File: config.mk
export PLATFORM = sky130hd
export DESIGN_NAME = pipe_stage_skid
export DESIGN_NICKNAME = d
export VERILOG_FILES = /design/src/rtl/pipe_stage_skid.sv
export SDC_FILE = /design/constraint.sdc
export NUM_CORES = 1
export LEC_CHECK = 0
export ABC_AREA = 1
export BUFFER_PORTS_ARGS = -buffer_cell sky130_fd_sc_hd__buf_4
export CAP_MARGIN = 20
export CORE_AREA = 2 2 114 227
export CTS_CLUSTER_DIAMETER = 60
export DETAILED_ROUTE_END_ITERATION = 8
export DIE_AREA = 0 0 116 229
export HOLD_SLACK_MARGIN = 0.05
export MAX_ROUTING_LAYER = met4
export PLACE_DENSITY_LB_ADDON = 0.2
export SETUP_SLACK_MARGIN = 0.05
export SLEW_MARGIN = 20
export SYNTH_ARGS = -nofsm -noshare
export SYNTH_HDL_FRONTEND = slang
export SYNTH_SLANG_ARGS = --single-unit
export TNS_END_PERCENT = 5
File: constraint.sdc
create_clock -name Clk -period 2.2 [get_ports Clk]
set_input_delay 0.33 -clock Clk [delete_from_list [all_inputs] [get_ports Clk]]
set_output_delay 0.33 -clock Clk [all_outputs]
set_load 0.05 [all_outputs]
File: src/rtl/pipe_stage_skid.sv
// Pipeline stage register with valid/ready handshake, two-entry skid buffer,
// hazard stall, flush-to-bubble and saturating bubble/stall counters.
module pipe_stage_skid #(
  parameter int CTRL_W              = 16,
  parameter int DATA_W              = 96,
  parameter int CNT_W               = 16,
  parameter bit ZERO_DATA_ON_BUBBLE = 1'b1
) (
  input  logic              Clk,
  input  logic              Reset,
  input  logic              ValidIn,
  output logic              ReadyOut,
  input  logic [CTRL_W-1:0] CtrlIn,
  input  logic [DATA_W-1:0] DataIn,
  input  logic              Stall,
  input  logic              Flush,
  output logic              ValidOut,
  input  logic              ReadyIn,
  output logic [CTRL_W-1:0] CtrlOut,
  output logic [DATA_W-1:0] DataOut,
  output logic [1:0]        Occupancy,
  output logic [CNT_W-1:0]  BubbleCount,
  output logic [CNT_W-1:0]  StallCount
);

  typedef enum logic [1:0] {
    ST_EMPTY = 2'd0,
    ST_ONE   = 2'd1,
    ST_TWO   = 2'd2
  } state_t;

  localparam logic [CNT_W-1:0] CNT_ONE = {{(CNT_W-1){1'b0}}, 1'b1};
  localparam logic [CNT_W-1:0] CNT_MAX = {CNT_W{1'b1}};

  state_t              state_q, state_d;
  logic [CTRL_W-1:0]   main_ctrl_q, main_ctrl_d;
  logic [DATA_W-1:0]   main_data_q, main_data_d;
  logic [CTRL_W-1:0]   skid_ctrl_q, skid_ctrl_d;
  logic [DATA_W-1:0]   skid_data_q, skid_data_d;
  logic [CNT_W-1:0]    bubble_cnt_q, bubble_cnt_d;
  logic [CNT_W-1:0]    stall_cnt_q, stall_cnt_d;

  logic in_fire;
  logic out_fire;
  logic rdy_eff;
  logic valid_out;

  // Ready is a pure function of state so upstream never sees a combinational
  // path from the downstream ready or the hazard stall.
  assign ReadyOut  = ~Reset & (state_q != ST_TWO);
  assign valid_out = (state_q != ST_EMPTY);
  assign rdy_eff   = ReadyIn & ~Stall;
  assign in_fire   = ValidIn & ReadyOut;
  assign out_fire  = valid_out & rdy_eff;

  always_comb begin
    state_d     = state_q;
    main_ctrl_d = main_ctrl_q;
    main_data_d = main_data_q;
    skid_ctrl_d = skid_ctrl_q;
    skid_data_d = skid_data_q;
    if (Flush) begin
      state_d     = ST_EMPTY;
      main_ctrl_d = '0;
      main_data_d = '0;
      skid_ctrl_d = '0;
      skid_data_d = '0;
    end else begin
      case (state_q)
        ST_EMPTY: begin
          if (in_fire) begin
            state_d     = ST_ONE;
            main_ctrl_d = CtrlIn;
            main_data_d = DataIn;
          end
        end
        ST_ONE: begin
          if (in_fire && !out_fire) begin
            state_d     = ST_TWO;
            skid_ctrl_d = CtrlIn;
            skid_data_d = DataIn;
          end else if (!in_fire && out_fire) begin
            state_d = ST_EMPTY;
          end else if (in_fire && out_fire) begin
            main_ctrl_d = CtrlIn;
            main_data_d = DataIn;
          end
        end
        ST_TWO: begin
          if (out_fire) begin
            state_d     = ST_ONE;
            main_ctrl_d = skid_ctrl_q;
            main_data_d = skid_data_q;
          end
        end
        default: state_d = ST_EMPTY;
      endcase
    end
  end

  // Counters sample the pre-edge output state and are untouched by Flush.
  always_comb begin
    bubble_cnt_d = bubble_cnt_q;
    stall_cnt_d  = stall_cnt_q;
    if (!valid_out && bubble_cnt_q != CNT_MAX) begin
      bubble_cnt_d = bubble_cnt_q + CNT_ONE;
    end
    if (valid_out && !rdy_eff && stall_cnt_q != CNT_MAX) begin
      stall_cnt_d = stall_cnt_q + CNT_ONE;
    end
  end

  always_ff @(posedge Clk) begin
    if (Reset) begin
      state_q      <= ST_EMPTY;
      main_ctrl_q  <= '0;
      main_data_q  <= '0;
      skid_ctrl_q  <= '0;
      skid_data_q  <= '0;
      bubble_cnt_q <= '0;
      stall_cnt_q  <= '0;
    end else begin
      state_q      <= state_d;
      main_ctrl_q  <= main_ctrl_d;
      main_data_q  <= main_data_d;
      skid_ctrl_q  <= skid_ctrl_d;
      skid_data_q  <= skid_data_d;
      bubble_cnt_q <= bubble_cnt_d;
      stall_cnt_q  <= stall_cnt_d;
    end
  end

  assign ValidOut    = valid_out;
  assign CtrlOut     = valid_out ? main_ctrl_q : '0;
  assign Occupancy   = state_q;
  assign BubbleCount = bubble_cnt_q;
  assign StallCount  = stall_cnt_q;

  generate
    if (ZERO_DATA_ON_BUBBLE) begin : g_zero_data
      assign DataOut = valid_out ? main_data_q : '0;
    end else begin : g_hold_data
      assign DataOut = main_data_q;
    end
  endgenerate

endmodule

==> impl_metrics.csv <==
group,metric,value,unit
floorplanning,std_cell_rows,82,
worst_hold_path,hold_class,"input port to flip-flop",
sta,drv_slew,0,
final_layout,fillerInstances,2465,
sta,fin_crit_sh,96.4,%
critical_path,crit_fanout,24,
place,gp_congestion,0.876,
yosys,syn-num-nets,2004,
yosys,syn-cell-area,12000,um2
floorplanning,die_h,229,um
cts,clockBufferDepth,3,
grt,grt_antenna_before_repair,1,
place,placed_cell_area,14300,um2
grt,grt_overflow,0,
route,drc,0,
sta,setup_viol,0,
place,post-dp-hpwl,19.3,mm
cts,cts_buffers,25,
floorplanning,die_w,116,um
power,p_leak,0.00702,uW
yosys,ys_ff_latch,258,
grt,grt_usage,22.3,%
route,vias,11600,
cts,tritoncts,"built",
floorplanning,dieArea,26600,um2
floorplanning,start_util,48.3,%
yosys,synthCells,1881,
sta,fin_skew,13.7,ps
final_layout,layout-drive-gt1-share,17.1,%
critical_path,required,1870,ps
grt,grt_max_degree,97,
critical_path,r2r-start,"Occupancy[0]",
grt,first_global_vias,10200,
power,total_power,10200,uW
yosys,syn_area_per_cell,6.37,um2
sta,hold_violations,0,
status,status,"finished clean",
final_layout,final_common_cell,"nor2_1",
sta,fin_tns_setup,0,ps
sta,max_freq,471,MHz
power,vdd_ir_drop_max,0.540,mV
critical_path,r2r-end,"main_data_q[34]",
place,portBuffers,265,
cts,cts_sinks,258,
cts,root_buffer,"clkbuf_16",
critical_path,rrSetupSlack,160,ps
route,via_per_inst,4.73,
floorplanning,core,24800,um2
yosys,ys_seq_area_share,43.1,%
critical_path,reg2regPathDepth,13,
final_layout,fin_area,15500,um2
flow_run,cap_violations,0,
sta,rsz0062_at_grt,"yes",
route,drtIter0Drc,750,
cts,htree_num_levels,1,
critical_path,arrival,1790,ps
power,power_density,658,nW/um2
sta,post-route-min-period,2120,ps
floorplanning,ioPinCount,266,
critical_path,crit_start,"Occupancy[1]",
critical_path,endpoint_kind,"output pin",
cts,insertion_delay,530,ps
final_layout,final_nets,2221,
critical_path,crit_path_end,"DataOut[76]",
final_layout,layout_common_cells,"421 x nor2_1, 411 x nand2_1, 256 x dfxtp_1",
final_layout,area_growth,29.6,%
route,drt_pass1_iterations,5,
grt,grt_pass1_wl,48.3,mm
critical_path,critPathLaunchType,"flip-flop",
sta,relSlewSlack,68.8,%
sta,tightestPinTransition,466,ps
route,drt_wl_total,31.4,mm
yosys,yosysUniqueCellTypes,26,
cts,clkTransAtPathRegs,70,ps
cts,hold_buffers,0,
route,ant_nets,0,
yosys,yosysWarnings,0,
critical_path,crit_type,"flip-flop to output pin",
route,wl_per_cell,12.8,um
## per-stage QoR
step	cells	util, %	hold WS, ps	worst slack, ps
2_1_floorplan	1881	-	424	59.7
4_1_cts	2439	61.6	68.1	-32.4
3_3_place_gp	2395	57.6	432	215
6_report	2452	62.6	89.8	78.3
3_5_place_dp	2395	57.6	436	179
5_1_grt	2452	62.6	79.8	15.3
## worst min path at each step
stage | start | to | slack (ps) | cells past startpoint
floorplan | skid_ctrl_q[15] | skid_ctrl_q[15] | 420 | 2
global placement | skid_data_q[3] | skid_data_q[3] | 430 | 2
detailed placement | skid_data_q[93] | skid_data_q[93] | 440 | 2
CTS | DataIn[7] | skid_data_q[7] | 70 | 3
global route | DataIn[7] | skid_data_q[7] | 80 | 3
finish | DataIn[30] | skid_data_q[30] | 90 | 3
## repair_timing
item | 4_1_cts | 5_1_grt
gates cloned | 0 | 9
pin swaps | 0 | 2
resized for setup | 43 | 16
buffers inserted | 0 | 3
endpoints found under the setup margin | 71 | 196
## layer usage
| layer | wire length [um] | part of all wire [%] | vias up | track usage [%] |
|---|---|---|---|---|
| li1 | - | - | 6184 | - |
| met1 | 13800 | 44 | 5108 | 28.5 |
| met2 | 15000 | 48 | 270 | 35.5 |
| met3 | 1920 | 6.1 | 42 | 4.68 |
| met4 | 663 | 2.1 | 0 | 6.81 |
| met5 | 0 | 0 | - | - |
## kinds of logic (layout without fill, tap and decap cells)
| family | count (synthesis) | after routing | share of synthesized area (%) |
|---|---|---|---|
| AO/OA/AOI/OAI | 364 | 364 | 15.3 |
| adder cells (fa/ha/maj) | 5 | 5 | 0.522 |
| buffers and inverters | 365 | 598 | 12.3 |
| flip-flops | 258 | 258 | 43.1 |
| other | 0 | 1 | 0 |
| AND/OR/NAND/NOR | 889 | 890 | 28.8 |
## power breakdown
group,internal [uW],leakage (uW),total [uW],switching (uW)
Clock,2480,0.000402,4300,1820
Sequential,4780,0.00209,4810,35.4
Combinational,452,0.00453,1110,660
## layout make-up
cell class              count  area (um2)  area share, %
multi-input cells        1259        5400           34.7
flip-flops and latches    258        5170           33.3
repair buffers            304        2780           17.9
inverters                 250         943           6.07
clock buffers              38         754           4.86
well taps                 336         420           2.71
clock inverters             6        65.1          0.419
diodes                      1        2.50         0.0161
## state kept, by name (all words and copies together) (netlist names)
name	cells
BubbleCount	16
Occupancy	2
StallCount	16
main_ctrl_q	16
main_data_q	96
skid_ctrl_q	16
skid_data_q	96
## Yosys cell counts
library cell	number	area (um2)
buf_4	8	60.1
buf_2	40	200
nor4_1	1	6.26
dfxtp_1	258	5160
a21oi_1	136	681
nor2_4	1	11.3
buf_1	2	7.51
nand3_2	2	20.0
nand2_1	411	1540
nand4_2	2	25.0
ha_1	5	62.6
o211ai_2	1	12.5
nor3b_1	1	7.51
inv_2	3	11.3
buf_6	4	45.0
inv_1	247	927
nand3b_1	3	22.5
nand2_2	2	12.5
o21ai_0	222	1110
nand3_1	39	195
nor3_1	1	5.00
nor2_1	424	1590
nor2_2	1	6.26
and2_1	1	6.26
o21ai_1	5	25.0
clkbuf_1	61	229
## critical path, cell delays in order (launching register included)
cell	delay (ps)
dfxtp_4	360
buf_4	150
nor2_4	250
buf_12	240
nor2_1	60
buf_4	190
Note: power is estimated with default switching activity, not from simulation.
